<file path="config.mk">
export PLATFORM = sky130hd
export DESIGN_NAME = instr_fetch_stage
export DESIGN_NICKNAME = d
export VERILOG_FILES = /design/src/rtl/instr_fetch_stage.sv
export SDC_FILE = /design/constraint.sdc
export NUM_CORES = 1
export LEC_CHECK = 0
export BUFFER_PORTS_ARGS = -buffer_cell sky130_fd_sc_hd__buf_2
export CAP_MARGIN = 20
export CORE_ASPECT_RATIO = 1.25
export CORE_UTILIZATION = 50
export CTS_CLUSTER_SIZE = 14
export DETAILED_ROUTE_END_ITERATION = 8
export GPL_ROUTABILITY_DRIVEN = 0
export GPL_TIMING_DRIVEN = 0
export PLACE_DENSITY = 0.78
export SYNTH_ARGS = -nofsm -noshare
export SYNTH_HDL_FRONTEND = slang
export SYNTH_SLANG_ARGS = --single-unit
</file>
<file path="constraint.sdc">
create_clock -name clk -period 3.3 [get_ports clk]
set_input_delay 0.165 -clock clk [delete_from_list [all_inputs] [get_ports clk]]
set_output_delay 0.165 -clock clk [all_outputs]
set_load 0.03 [all_outputs]
</file>
<file path="src/rtl/instr_fetch_stage.sv">
// Fetch stage: owns the PC, addresses instruction memory and queues {instr, pc} for decode.
// Optional macro FETCH_MISALIGN_CHK_EN adds the sticky misalign_err output.
module instr_fetch_stage #(
    parameter logic [31:0] RESET_PC  = 32'h0000_0000,
    parameter int          DEPTH     = 2,
    parameter bit          WORD_ADDR = 1'b1
) (
    input  logic        clk,
    input  logic        rst,
    output logic [31:0] imem_addr,
    input  logic [31:0] imem_rdata,
    input  logic        redirect_valid,
    input  logic [31:0] redirect_pc,
    input  logic        stall,
`ifdef FETCH_MISALIGN_CHK_EN
    output logic        misalign_err,
`endif
    output logic        id_valid,
    input  logic        id_ready,
    output logic [31:0] id_instr,
    output logic [31:0] id_pc,
    output logic [31:0] id_pc_plus4
);

    localparam int PTR_W = (DEPTH > 1) ? $clog2(DEPTH) : 1;
    localparam int CNT_W = $clog2(DEPTH) + 1;
    localparam logic [CNT_W-1:0] DEPTH_C   = CNT_W'(DEPTH);
    localparam logic [CNT_W-1:0] CNT_ONE_C = CNT_W'(1);
    localparam logic [PTR_W-1:0] PTR_ONE_C = PTR_W'(1);

    logic [31:0]      pc_r;
    logic [31:0]      pc_nxt_s;
    logic [CNT_W-1:0] count_r;
    logic [CNT_W-1:0] count_nxt_s;
    logic [PTR_W-1:0] head_r;
    logic [PTR_W-1:0] tail_r;
    logic [31:0]      instr_q_r [DEPTH];
    logic [31:0]      pc_q_r    [DEPTH];
    logic             push_s;
    logic             pop_s;
    logic             valid_s;
    logic [31:0]      target_s;

    assign valid_s   = (count_r != {CNT_W{1'b0}});
    assign imem_addr = WORD_ADDR ? {2'b00, pc_r[31:2]} : pc_r;

    // Redirect target; the checked build drops the low PC bits of a misaligned target
`ifdef FETCH_MISALIGN_CHK_EN
    assign target_s = {redirect_pc[31:2], 2'b00};
`else
    assign target_s = redirect_pc;
`endif

    // Handshake qualification: a redirect suppresses both push and pop
    always_comb begin
        push_s = 1'b0;
        pop_s  = 1'b0;
        if (!redirect_valid) begin
            pop_s  = valid_s && id_ready;
            push_s = !stall && ((count_r < DEPTH_C) || pop_s);
        end else begin
            push_s = 1'b0;
            pop_s  = 1'b0;
        end
    end

    // Next PC and occupancy
    always_comb begin
        pc_nxt_s    = pc_r;
        count_nxt_s = count_r;
        if (redirect_valid) begin
            pc_nxt_s    = target_s;
            count_nxt_s = {CNT_W{1'b0}};
        end else begin
            if (push_s) begin
                pc_nxt_s = pc_r + 32'd4;
            end else begin
                pc_nxt_s = pc_r;
            end
            case ({push_s, pop_s})
                2'b10:   count_nxt_s = count_r + CNT_ONE_C;
                2'b01:   count_nxt_s = count_r - CNT_ONE_C;
                default: count_nxt_s = count_r;
            endcase
        end
    end

    // PC, count and pointer registers; a redirect rewinds the queue to empty
    always_ff @(posedge clk or negedge rst) begin
        if (!rst) begin
            pc_r    <= RESET_PC;
            count_r <= {CNT_W{1'b0}};
            head_r  <= {PTR_W{1'b0}};
            tail_r  <= {PTR_W{1'b0}};
        end else begin
            pc_r    <= pc_nxt_s;
            count_r <= count_nxt_s;
            if (redirect_valid) begin
                head_r <= {PTR_W{1'b0}};
                tail_r <= {PTR_W{1'b0}};
            end else begin
                if (push_s) begin
                    tail_r <= tail_r + PTR_ONE_C;
                end
                if (pop_s) begin
                    head_r <= head_r + PTR_ONE_C;
                end
            end
        end
    end

    // Queue storage
    always_ff @(posedge clk or negedge rst) begin
        if (!rst) begin
            for (int i = 0; i < DEPTH; i++) begin
                instr_q_r[i] <= 32'h0000_0000;
                pc_q_r[i]    <= 32'h0000_0000;
            end
        end else if (push_s) begin
            instr_q_r[tail_r] <= imem_rdata;
            pc_q_r[tail_r]    <= pc_r;
        end
    end

`ifdef FETCH_MISALIGN_CHK_EN
    logic misalign_err_r;

    // Sticky flag: set by any taken redirect with a non-word-aligned target
    always_ff @(posedge clk or negedge rst) begin
        if (!rst) begin
            misalign_err_r <= 1'b0;
        end else if (redirect_valid && (redirect_pc[1:0] != 2'b00)) begin
            misalign_err_r <= 1'b1;
        end
    end

    assign misalign_err = misalign_err_r;
`endif

    // Head outputs read zero whenever the queue is empty
    always_comb begin
        id_valid    = valid_s;
        id_instr    = 32'h0000_0000;
        id_pc       = 32'h0000_0000;
        id_pc_plus4 = 32'h0000_0000;
        if (valid_s) begin
            id_instr    = instr_q_r[head_r];
            id_pc       = pc_q_r[head_r];
            id_pc_plus4 = pc_q_r[head_r] + 32'd4;
        end else begin
            id_instr    = 32'h0000_0000;
            id_pc       = 32'h0000_0000;
            id_pc_plus4 = 32'h0000_0000;
        end
    end

endmodule
</file>
# Word level (Yosys, flattened, before mapping)
# Cells that the tools add are included.
# Widths: inputs -> output; s select.
# classes
addsub	6
n_lt_le_gt_ge	4
eq_ne	2
muxes	23
bitwise_logic	2
reduce_logical	9
# op_table
cell	n
$mux 32	12
$bwmux 64	2
$add 32x3->32 const B	2
$demux 32 s1	1
$mux 1	6
$reduce_bool 2->1	3
$ge 2x2->1 const B	2
$not 1->2	2
$pmux 2 s2	1
$logic_and 1x1->1	3
$reduce_bool 3->1	1
$add 1x1->1 const B	2
$add 2x1->2 const B	1
$eq 2x1->1 const B	1
$eq 2x2->1 const B	1
$lt 2x1->1 const B	1
$lt 2x2->1 const B	1
$mux 2	1
$sub 2x1->2 const B	1
$logic_not 1->1	1
$logic_or 1x1->1	1
# totals
regBits	164
in_bits	69
output_inout_bits	129
word_cells	54

# Longest topological paths before layout
# depth
depth_word	8
mapped_depth	10

# Worst setup path before layout
# OpenSTA, ideal clock, no wires.
# synth_timing
path_type	register -> output
start	register head_r
end	output id_pc_plus4[20]
arrival_ns	2.540
setup_slack_ns	0.595
stages_incl_launch_ff	10
path_cell_list	dfrtp_1 > buf_6 > buf_12 > mux2i_1 > inv_1 > ha_1 > inv_1 > a2111oi_4 > nand3_1 > o31ai_1
# synth_via
elab_chain_len	6
# synth_rtl
item	line_no	rtl
start: declaration	35	logic [PTR_W-1:0] head_r;
start signal: assignment	93	head_r <= {PTR_W{1'b0}};
start signal: assignment	99	head_r <= {PTR_W{1'b0}};
start signal: assignment	106	head_r <= head_r + PTR_ONE_C;
$not 1->2 (not written as such)	149	id_pc_plus4 = pc_q_r[head_r] + 32'd4;
$mux 32 (not written as such) (3 in series)	149	
$add 32x3->32	149	
$mux 32	146	if (valid_s) begin
end: declaration	22	output logic [31:0] id_pc_plus4
# No other way between the ends. The select of a mux whose other input is x is not followed.

# Worst setup path after layout
# layout_timing
start	register head_r
end	output id_pc_plus4[24]
# Same word-level chain as after synthesis.

==> results list <==
- The run finished with clean final reports.
* Hold violation total from the final report: 0
- The smallest clock period supported by the final layout is computed as 3.15 ns.
- In this run the worst hold path is classified as in2reg.
* Fill cells: approximately 1,400
- Kind of end point of the critical path: primary output
- Count of flip-flops with a built-in enable after synthesis: 0
- Synthesis produced ~820 cells.
- Top cell types by occurrence after synthesis: sky130_fd_sc_hd__dfrtp_1, sky130_fd_sc_hd__mux2_2, sky130_fd_sc_hd__nor2_1, sky130_fd_sc_hd__mux2i_1, sky130_fd_sc_hd__nand2_1
- The pre-antenna-repair detailed-routing pass consisted of 8 iterations.
- Slowest cell on crit path: sky130_fd_sc_hd__dfrtp_1
- The critical path starts at head_r$_DFFE_PN0P_.
- From synthesis to final layout, the design area changed by 27.7%.
- First-pass GRT wire length: around 37 mm
- TritonCTS buffer count: 17
* WL per Instance: 17.9 um
- In the synthesized netlist the async set-or-reset flop fraction comes to between 90% and 100%.
- Max-slew violation count: 0
* Total of endpoints with negative setup slack in the final report: 0
- Post-synthesis register bit count: 164
- At the pin with the least slew margin, the transition time is 0.893 ns.
- Count of standard-cell rows: 54
* Clock tree from TritonCTS: done
- Number of cells on the worst reg-to-reg path: 6
- Total congestion overflow after global routing: 0
* Final period utilization: between 90% and 100%
* Power density over cell area: ~600 mW/mm^2
* Number of H-tree levels: 4
- Highest cell delay on the worst timing path: 0.37 ns
* Insertion delay to the later sink of the worst-skew pair: 0.42 ns
- Number of port buffers: 194
- In this run the static leakage power is ~5 nW.
- A synthesized cell averages approximately 11 sq um.
* Critical path destination: id_pc_plus4[24]
* Data arrival time of the worst path: 2.98 ns
- Critical-path cell list: buf_6, buf_12, mux2i_2, inv_1, ha_1, inv_1, a211oi_2, nand4_1, buf_4, nor3_1, mux2_2, buf_2
- The die is 121 um wide.
* Library cells used by synthesis: 52
- In this run the critical register-to-register path is launched from count_r[1]$_DFFE_PN0P_.
- The clock arrives with about 0.0074 ns of skew.
* Clock transition at the registers of the reported paths: 0.06 ns
- The critical path runs through a total of 12 cells.
- Nets: approximately 1,200
- Vertical extent of the die: 151 um
- Area of the mapped netlist: about 0.009 sq mm
* RSZ-0062 raised after global routing: no
* Fin util: roughly 65%
- Entering global routing, the biggest net connects 88 pins.
* Kind of critical path: reg2out
* Number of nets with antenna violations after routing: 0
- Wires add up to roughly 24 mm.
* Most used routing layer: met2
- Number of vias in the routed layout: 7,261
- After detailed routing, the number of vias per cell comes to 5.46.
- Among all flip-flop cells after synthesis, the most frequent one is sky130_fd_sc_hd__dfrtp_1.
* Core outline area: 0.0174 sq mm
* Global routing usage on met1: 30.7%
- Fraction of the yosys area taken by sequential cells: between 40% and 50%
- Top cells by area in the synthesized netlist: sky130_fd_sc_hd__dfrtp_1, sky130_fd_sc_hd__mux2_2, sky130_fd_sc_hd__mux2i_1, sky130_fd_sc_hd__nor2_1, sky130_fd_sc_hd__buf_4
* Crit path buffers/inverters: 6
- CTS Root Cell: sky130_fd_sc_hd__clkbuf_16
- Peak fanout along the critical path: 10
- Setup slack of the most critical reg-to-reg path: about 0.97 ns
- Met3 global-route usage: 4.22%
* Post-route worst setup slack: roughly 0.15 ns
* Remaining design rule violation count: 0
- Worst Setup Start Kind: flip-flop
- Vias in the first global route: 7,281
* Total I/O pin count: approximately 200
- In this design, the largest share of critical-path delay is due to buffers and inverters.
- Pre-CTS setup slack: roughly 0.22 ns
- After synthesis, the largest area contributor takes up a little under half of total cell area.
- The largest total area in the synthesized netlist belongs to sky130_fd_sc_hd__dfrtp_1.
* Fmax: 318 MHz
- The die covers roughly 0.018 sq mm.
- The worst-case IR drop observed on VDD is 0.000361 V.
* Critical register-to-register path endpoint: instr_q_r[31]$_DFFE_PN0P_
- For met2 alone, demand over resource in global routing was between 40 and 50%.
- DRC violation total after the first TritonRoute iteration: around 430
- Normalized max-slew margin: between 30% and 40%
- Of the cells placed in the final design, the portion with a size suffix greater than 1 is roughly 39%.
* Initial antenna violation count: 2
* Critical path's most frequent cell: sky130_fd_sc_hd__inv_1
* Buffer depth of the longest clock path: 2
- Overall power consumption after layout is estimated at around 6.9 mW.
* Initial core utilization: between 50% and 60%
- Most common cell in the netlist: sky130_fd_sc_hd__dfrtp_1
* HPWL after detailed placement: around 17 mm
- Critical path data required time: approximately 3.1 ns
- Total GRT Usage: 26.2%
* Warnings from Yosys: 0
- Clock tree synthesis found a total of around 160 sinks.
- Across the run, the number of max-cap violations was 0.
==> flip-flops by register name, indices dropped and copies added (netlist names) <==
register	flops
count_r	2
head_r	1
instr_q_r	64
pc_q_r	64
pc_r	32
tail_r	1
==> worst register-to-register path, stage by stage, from the launching register on <==
cell,delay (ns)
sky130_fd_sc_hd__dfrtp_1,0.42
sky130_fd_sc_hd__nor2b_1,0.21
sky130_fd_sc_hd__or2_2,0.36
sky130_fd_sc_hd__nor3b_1,0.20
sky130_fd_sc_hd__buf_2,0.32
sky130_fd_sc_hd__buf_2,0.35
sky130_fd_sc_hd__mux2_2,0.37
==> cell families (layout without fill, tap and decap cells) <==
group / Yosys count / count (layout) / share of synthesized area, %
fa+ha+maj: 2 / 2 / 0.280
flops: 164 / 164 / 46.0
compound gates: 68 / 68 / 4.98
mux: 199 / 199 / 24.3
buf+inv: 85 / 373 / 5.76
xor+xnor: 45 / 45 / 4.42
simple gates: 251 / 251 / 14.2
other cells: 1 / 3 / 0.0420
==> layout make-up <==
class | instances | area (sq um) | area share [%]
Multi-Input combinational cell | 567 | 4320 | 37.9
Sequential cell | 164 | 4100 | 36.0
Timing Repair Buffer | 257 | 1630 | 14.3
Buffer | 79 | 492 | 4.32
Clock buffer | 18 | 439 | 3.86
Tap cell | 224 | 280 | 2.46
Clock inverter | 13 | 101 | 0.890
Inverter | 6 | 22.5 | 0.198
Antenna cell | 1 | 2.50 | 0.0220
==> placed cells by master, fill, tap and decap left out, types with 7 or more instances in the layout <==
cell                            netlist  routed
sky130_fd_sc_hd__nand3b_1             8       8
sky130_fd_sc_hd__xnor2_1             18      18
sky130_fd_sc_hd__mux2_2             131     131
sky130_fd_sc_hd__mux2i_1             61      60
sky130_fd_sc_hd__dfrtp_1            164     164
sky130_fd_sc_hd__nor3_1               9       8
sky130_fd_sc_hd__dlygate4sd3_1        0      61
sky130_fd_sc_hd__buf_4               38      39
sky130_fd_sc_hd__nor4_1               7       7
sky130_fd_sc_hd__buf_2               17     210
sky130_fd_sc_hd__and2_1               8       8
sky130_fd_sc_hd__o31ai_1              7       7
sky130_fd_sc_hd__nand4_1             17      17
sky130_fd_sc_hd__nand3_1             26      26
sky130_fd_sc_hd__clkbuf_1            20      20
sky130_fd_sc_hd__o21ai_0             36      36
sky130_fd_sc_hd__nand2_1             60      60
sky130_fd_sc_hd__clkbuf_16            0      17
sky130_fd_sc_hd__nor2_1              87      87
sky130_fd_sc_hd__xor2_1              27      27
==> metrics by stage <==
| stage | hold slack (ns) | instance area, sq um | cells | TNS (ns) |
|---|---|---|---|---|
| after floorplan | -0.131 | 8930 | 816 | 0 |
| after detailed placement | 0.174 | 10200 | 1235 | 0 |
| after global routing | 0.0128 | 11400 | 1328 | 0 |
| after CTS | 0.0111 | 11400 | 1328 | 0 |
| final | 0.0291 | 11400 | 1329 | 0 |
| after global placement | 0.381 | 10200 | 1234 | -59.15 |
==> how the worst min path moves through the flow <==
stage	from	end	cells past startpoint
5_1_grt	redirect_pc[22]	pc_r[22]$_DFFE_PN0P_	3
6_report	redirect_pc[19]	pc_r[19]$_DFFE_PN0P_	3
4_1_cts	redirect_pc[11]	pc_r[11]$_DFFE_PN0P_	3
3_5_place_dp	rst	pc_q_r[61]$_DFFE_PN0P_	1
2_1_floorplan	rst	count_r[0]$_DFFE_PN0P_	0
3_3_place_gp	redirect_pc[29]	pc_r[29]$_DFFE_PN0P_	3
==> report_power, final <==
group	switching [mW]	total [mW]	internal, mW	leakage (nW)
clock network	0.827	1.81	0.987	0.256
registers	0.403	2.92	2.52	1.98
logic	1.19	2.14	0.942	2.90
total	2.42	6.87	4.45	5.14
==> layer usage <==
metal,part of all wire [%],up-vias
met4,3.5,2
met2,52,276
li1,-,3401
met1,40,3516
met5,0.055,-
met3,5.1,66
==> timing repair <==
| item | 4_1_cts | 5_1_grt |
|---|---|---|
| pin swaps | 1 | 0 |
| buffers inserted | 1 | 0 |
| gates cloned | 0 | 0 |
| endpoints found under the hold margin | 168 | 0 |
| hold buffers | 61 | 0 |
| setup endpoints to repair | 3 | 3 |
| resized for setup | 1 | 2 |
Note: power is estimated with default switching activity, not from simulation.
